File: src/rtl/alu_pkg.sv
// Shared ALU definitions: operation encoding, opcodes, funct7 values and the
// RV32I decode helper used by the issue stage.
package alu_pkg;

    localparam int XLEN = 32;

    localparam logic [2:0] ALU_ADD = 3'b000;
    localparam logic [2:0] ALU_SUB = 3'b001;
    localparam logic [2:0] ALU_AND = 3'b010;
    localparam logic [2:0] ALU_OR  = 3'b011;
    localparam logic [2:0] ALU_XOR = 3'b100;
    localparam logic [2:0] ALU_SLL = 3'b101;
    localparam logic [2:0] ALU_SRL = 3'b110;
    localparam logic [2:0] ALU_SLT = 3'b111;

    localparam logic [6:0] OPC_OP    = 7'b0110011;
    localparam logic [6:0] OPC_OPIMM = 7'b0010011;

    localparam logic [6:0] F7_BASE = 7'b0000000;
    localparam logic [6:0] F7_ALT  = 7'b0100000;

    typedef struct packed {
        logic       legal;
        logic       rtype;
        logic [2:0] ctrl;
    } dec_t;

    function automatic dec_t decode(input logic [31:0] ins);
        dec_t       d;
        logic [6:0] f7;
        logic [2:0] f3;
        d  = '0;
        f7 = ins[31:25];
        f3 = ins[14:12];
        case (ins[6:0])
            OPC_OP: begin
                d.rtype = 1'b1;
                d.legal = 1'b1;
                if (f7 == F7_ALT && f3 == 3'b000) begin
                    d.ctrl = ALU_SUB;
                end else if (f7 != F7_BASE) begin
                    d.legal = 1'b0;
                end else begin
                    case (f3)
                        3'b000:  d.ctrl = ALU_ADD;
                        3'b111:  d.ctrl = ALU_AND;
                        3'b110:  d.ctrl = ALU_OR;
                        3'b100:  d.ctrl = ALU_XOR;
                        3'b001:  d.ctrl = ALU_SLL;
                        3'b101:  d.ctrl = ALU_SRL;
                        3'b010:  d.ctrl = ALU_SLT;
                        default: d.legal = 1'b0;
                    endcase
                end
            end
            OPC_OPIMM: begin
                d.legal = 1'b1;
                case (f3)
                    3'b000: d.ctrl = ALU_ADD;
                    3'b111: d.ctrl = ALU_AND;
                    3'b110: d.ctrl = ALU_OR;
                    3'b100: d.ctrl = ALU_XOR;
                    3'b010: d.ctrl = ALU_SLT;
                    3'b001: begin
                        d.ctrl  = ALU_SLL;
                        d.legal = (f7 == F7_BASE);
                    end
                    // SRAI shares funct3 101 and is rejected through funct7.
                    3'b101: begin
                        d.ctrl  = ALU_SRL;
                        d.legal = (f7 == F7_BASE);
                    end
                    default: d.legal = 1'b0;
                endcase
            end
            default: d.legal = 1'b0;
        endcase
        return d;
    endfunction

endpackage

File: src/rtl/alu_issue_regfile.sv
// 32x32 register file: two combinational read ports, one synchronous write
// port, x0 hardwired to zero, synchronous clear on rst.
module regfile import alu_pkg::*; (
    input  logic            clk,
    input  logic            rst,
    input  logic [4:0]      ra1,
    input  logic [4:0]      ra2,
    output logic [XLEN-1:0] rd1,
    output logic [XLEN-1:0] rd2,
    input  logic            we,
    input  logic [4:0]      wa,
    input  logic [XLEN-1:0] wd
);

    logic [XLEN-1:0] mem [0:31];

    always_ff @(posedge clk) begin
        if (rst) begin
            for (int i = 0; i < 32; i++) begin
                mem[i] <= '0;
            end
        end else if (we && wa != 5'd0) begin
            mem[wa] <= wd;
        end
    end

    // Reads see the pre-write value; any bypass lives in the caller.
    assign rd1 = (ra1 == 5'd0) ? '0 : mem[ra1];
    assign rd2 = (ra2 == 5'd0) ? '0 : mem[ra2];

endmodule

File: src/rtl/alu_issue.sv
// RV32I decode/operand-issue stage feeding the ALU and writing back its result.
// Build option ALU_ISSUE_FWD_EN: forward Result on RAW hazards instead of stalling.
module alu_issue import alu_pkg::*; (
    input  logic            clk,
    input  logic            rst,
    input  logic            instr_valid,
    input  logic [31:0]     instr,
    output logic            instr_ready,
    output logic [XLEN-1:0] A,
    output logic [XLEN-1:0] B,
    output logic [2:0]      ALUControl,
    output logic [4:0]      Rd,
    output logic            ex_valid,
    input  logic            ex_ready,
    input  logic [XLEN-1:0] Result,
    output logic            illegal
);

    // Handshakes: a transfer happens on a rising edge where valid && ready.
    // valid never depends on ready; once ex_valid is raised, A/B/ALUControl/Rd
    // hold until ex_ready is seen with it.

    dec_t            dec;
    logic [4:0]      rs1;
    logic [4:0]      rs2;
    logic [XLEN-1:0] rf_a;
    logic [XLEN-1:0] rf_b;
    logic [XLEN-1:0] imm;
    logic [XLEN-1:0] op_a;
    logic [XLEN-1:0] op_b;
    logic            retire;
    logic            wb_en;
    logic            haz_a;
    logic            haz_b;
    logic            stall_haz;
    logic            accept;

    assign dec = decode(instr);
    assign rs1 = instr[19:15];
    assign rs2 = instr[24:20];
    assign imm = {{(XLEN-12){instr[31]}}, instr[31:20]};

    assign retire = ex_valid && ex_ready;
    assign wb_en  = retire && (Rd != 5'd0);

    assign haz_a = instr_valid && dec.legal && wb_en && (rs1 == Rd);
    assign haz_b = instr_valid && dec.legal && dec.rtype && wb_en && (rs2 == Rd);

`ifdef ALU_ISSUE_FWD_EN
    assign stall_haz = 1'b0;
    assign op_a      = haz_a ? Result : rf_a;
    assign op_b      = dec.rtype ? (haz_b ? Result : rf_b) : imm;
`else
    // Holding off one cycle lets the retire write land before the read.
    assign stall_haz = haz_a || haz_b;
    assign op_a      = rf_a;
    assign op_b      = dec.rtype ? rf_b : imm;
`endif

    assign instr_ready = (!ex_valid || ex_ready) && !stall_haz;
    assign accept      = instr_valid && instr_ready;

    regfile u_regfile (
        .clk (clk),
        .rst (rst),
        .ra1 (rs1),
        .ra2 (rs2),
        .rd1 (rf_a),
        .rd2 (rf_b),
        .we  (wb_en),
        .wa  (Rd),
        .wd  (Result)
    );

    always_ff @(posedge clk) begin
        if (rst) begin
            ex_valid   <= 1'b0;
            illegal    <= 1'b0;
            A          <= '0;
            B          <= '0;
            ALUControl <= ALU_ADD;
            Rd         <= 5'd0;
        end else begin
            illegal <= accept && !dec.legal;
            if (accept) begin
                ex_valid <= dec.legal;
                if (dec.legal) begin
                    A          <= op_a;
                    B          <= op_b;
                    ALUControl <= dec.ctrl;
                    Rd         <= instr[11:7];
                end
            end else if (retire) begin
                ex_valid <= 1'b0;
            end
        end
    end

endmodule

File: config.mk
export PLATFORM = sky130hd
export DESIGN_NAME = alu_issue
export DESIGN_NICKNAME = d
export VERILOG_FILES = /design/src/rtl/alu_pkg.sv /design/src/rtl/alu_issue_regfile.sv /design/src/rtl/alu_issue.sv
export SDC_FILE = /design/constraint.sdc
export NUM_CORES = 2
export LEC_CHECK = 0
export CAP_MARGIN = 20
export CORE_MARGIN = 2
export CORE_UTILIZATION = 55
export CTS_BUF_LIST = sky130_fd_sc_hd__clkbuf_2
export CTS_CLUSTER_SIZE = 25
export DETAILED_ROUTE_END_ITERATION = 7
export GPL_ROUTABILITY_DRIVEN = 1
export PLACE_DENSITY = 0.82
export SYNTH_ARGS = -nofsm -noshare
export SYNTH_HDL_FRONTEND = slang
export SYNTH_HIERARCHICAL = 1
export SYNTH_SLANG_ARGS = --single-unit
File: constraint.sdc
create_clock -name clk -period 6.02 [get_ports clk]
set_clock_uncertainty 0.05 [all_clocks]
set_input_delay 0.602 -clock clk [delete_from_list [all_inputs] [get_ports clk]]
set_output_delay 0.602 -clock clk [all_outputs]
set_load 0.01 [all_outputs]
==> run_results.csv <==
group,metric,value,unit
detailed_routing,drc,0,
worst_setup_path,worstSetupPathType,"reg2out",
worst_setup_path,r2r_slack,1.99,ns
placed_design,port_buffers,142,
cts,clock_path_buffers,4,
detailed_routing,drt-wirelength-per-cell,32.4,µm
yosys,yosys_warnings,6,
cts,cts_sinks,1098,
detailed_routing,dr.pass1.iters,8,
layout,fillers,7650,
yosys,yosys.area.top_type,"edfxtp_1",
worst_setup_path,worstPathArrival,4.81,ns
yosys,yosys.area_share.simple,13.6,%
detailed_routing,drt-total-wl,184000,µm
floorplanning,ioPinCount,143,
pwr,p_int,11.4,mW
yosys,netlist.area_leader.share,53.4,%
timing,fin_setup_tns,0,ns
worst_setup_path,reg2reg_from,"Rd[3]$_SDFFE_PP0P_",
placed_design,dp_hpwl,109000,µm
pwr,p_leak,22.9,nW
placed_design,place_area,0.0601,mm²
floorplanning,start_util,55.6,%
floorplanning,die_y,328,µm
yosys,yosysMostFrequentCell,"edfxtp_1",
yosys,synth_edf_count,1024,
run,max_cap_viol_count,0,
timing,finalSetupViolCount,0,
pwr,power,15.7,mW
worst_setup_path,endpoint_kind,"output port",
yosys,synth_compound_area_share,4.96,%
detailed_routing,ant_nets,0,
yosys,avgSynthCellArea,14.8,µm²
timing,slew_violations,0,
yosys,synthMuxAreaShare,21.9,%
yosys,synth_top_family_by_area,"multiplexers",
cts,insertion_delay,1.64,ns
yosys,synth_area,0.0576,mm²
min_path,holdCritPathClass,"in2reg",
layout,area_growth,9.88,%
yosys,synth_cell_types,57,
pwr,seqPwrFrac,55.7,%
cts,cts_tree,"built",
layout,seqCellArea,0.0322,mm²
cts,numCtsBuffers,292,
yosys,async_reset_ff_share,0,%
detailed_routing,drt_iter0_drc,6804,
timing,fmax,183,MHz
floorplanning,coreArea,0.104,mm²
worst_setup_path,rr_worst_depth,7,
yosys,synth-seq-cells,1098,
worst_setup_path,start_kind,"register",
timing,grt_setup_unrepaired,"no",
timing,post-route-period-util,90.8,%
global_route,antenna_found_initial,12,
yosys,yosysSeqAreaShare,56.0,%
detailed_routing,vias,39517,
cts,h-tree-depth,5,
timing,hold_viol,0,
timing,max_slew_margin,17.8,%
cts,root_buffer,"clkbuf_2",
yosys,ys_top_cells_by_area,"edfxtp_1, mux4_2, and2_1, mux2i_1, dfxtp_1",
yosys,synth_fa_ha_area_share,0,%
floorplanning,fp.dieArea,0.107,mm²
floorplanning,rows,118,
layout,design_area,0.0633,mm²
global_route,grt_overflow_total,0,
cts,cts.clk_slew.worst_paths,0.11,ns
layout,multi_input_area,0.0236,mm²
placed_design,gp_congestion,0.933,
min_path,worstHoldPathCells,5,
timing,worst_pin_slew,1.23,ns
min_path,hp-start,"instr[20]",
yosys,synth_ff_type,"edfxtp_1",
pwr,p_per_area,247,mW/mm²
worst_setup_path,critPathRequiredTime,5.37,ns
floorplanning,fp.dieW,328,µm
global_route,grt_first_pass_wirelength,263000,µm
timing,min_period,5.46,ns
yosys,yosys-top-cells-count,"edfxtp_1, and2_1, mux4_2",
pwr,ir_drop,0.000137,V
status,outcome,"completed",
worst_setup_path,worstPathMaxFanout,13,
global_route,grt_start_max_net_pins,99,
yosys,syn_inst,3892,
worst_setup_path,r2r_end,"u_regfile/mem[13][22]$_SDFFCE_PN0P_",
min_path,whs_endpoint,"B[0]$_SDFFE_PP0P_",
layout,drive_above_1_share,28.0,%
pwr,p_clk_share,32.9,%
pwr,combPwrFrac,11.5,%
detailed_routing,viasPerCell,6.95,
layout,final_nets,4165,
pwr,switching_share,27.4,%
global_route,grt.total_usage,34.2,%
yosys,synth-xor-area-share,0.167,%
global_route,grt_pass1_vias,39451,
pwr,p_switching,4.28,mW
[worst max-delay path, stage by stage, from the launching register on]
cell and delay [ns]:
dfxtp_1 0.72, xnor2_1 0.19, nand3_1 0.09, nor3_1 0.50
nor2_1 0.15, o31ai_1 0.90, nand2_1 0.14, clkdlybuf4s50_1 0.52
[cell type report]
type / count / area share [%]
diodes: 13 / 0.0514
clock buffers: 422 / 3.34
clock inverters: 68 / 0.627
inverters: 4 / 0.0237
multi-input cells: 2390 / 37.3
flip-flops and latches: 1098 / 50.9
well taps: 1380 / 2.73
repair buffers: 311 / 4.98
[what timing repair did]
action / 4_1_cts / 5_1_grt
hold buffers: 26 / 4
setup buffers: 0 / 0
endpoints found under the hold margin: 57 / 57
resized for setup: 0 / 0
endpoints found under the setup margin: 0 / 0
[stage by stage]
stage               utilization, %  worst slack, ns  std cells  hold WS [ns]
floorplan                        -             3.18       3923         0.444
global placement              57.9             1.28       5127         0.409
detailed placement            58.0             1.44       5134         0.416
CTS                           60.6            0.677       5650       0.00832
global route                  61.0            0.339       5681        0.0338
finish                        61.0            0.556       5686        0.0193
[power groups by stage]
stage                     combinational, mW  clock, mW  sequential, mW
final                                  1.79       5.14            8.71
after global routing                   1.82       5.54            8.74
after CTS                              1.69       5.17            8.71
after detailed placement               1.68          0            8.88
after global placement                 1.64          0            8.86
after floorplan                        1.11          0            8.81
[kinds of logic (layout without fill, tap and decap cells)]
group / Yosys count / count (layout)
and+or+nand+nor: 1279 / 1279
DFF: 1098 / 1098
muxes: 664 / 664
buffers and inverters: 435 / 805
AOI/OAI and AO/OA: 404 / 404
xor gates and xnor gates: 11 / 11
other: 1 / 45
[flip-flops by register name, indices dropped and copies added, names as in the netlist]
| name | flops |
|---|---|
| u_regfile/mem | 1024 |
| A | 32 |
| B | 32 |
| Rd | 5 |
| ALUControl | 3 |
| ex_valid | 1 |
| illegal | 1 |
[metal layers]
| metal | global-route usage (%) | vias to the layer above | part of all wire [%] |
|---|---|---|---|
| li1 | - | 15597 | - |
| met2 | 50.4 | 3807 | 44 |
| met3 | 11.5 | 801 | 16 |
| met4 | 22.0 | 17 | 7.2 |
| met1 | 43.6 | 19295 | 33 |
| met5 | 0 | - | 0.10 |
[how the worst max path moves through the flow]
stage                        from                                  to  slack, ns
5_1_grt        Rd[3]$_SDFFE_PP0P_                         instr_ready       0.34
6_report       Rd[3]$_SDFFE_PP0P_                         instr_ready       0.56
3_3_place_gp            instr[23]                   B[0]$_SDFFE_PP0P_       1.28
2_1_floorplan  Rd[4]$_SDFFE_PP0P_  u_regfile/mem[28][0]$_SDFFCE_PN0P_       3.18
4_1_cts        Rd[3]$_SDFFE_PP0P_                         instr_ready       0.68
3_5_place_dp            instr[23]                   B[8]$_SDFFE_PP0P_       1.44
[cell usage in the layout (no fill, tap or decap), drive strengths merged, types with 5 or more instances in the layout]
master            n
mux2             30
bufinv            5
a22o             51
nor4             40
a211oi            9
mux4            472
edfxtp         1024
or2              34
xnor2             5
inv               8
diode            13
a2111oi          55
a21oi            74
and2            995
nor2             41
dlygate4sd3      30
xor2              6
mux2i           162
nor2b            15
nand3            44
clkinv           58
buf             143
a31o             32
nor3             59
dfxtp            74
nand2b            7
nand3b            5
o21ai            46
nand2            13
clkdlybuf4s50   133
conb             32
a22oi            17
o22ai           103
clkbuf          426
Note: power is estimated with default switching activity, not from simulation.
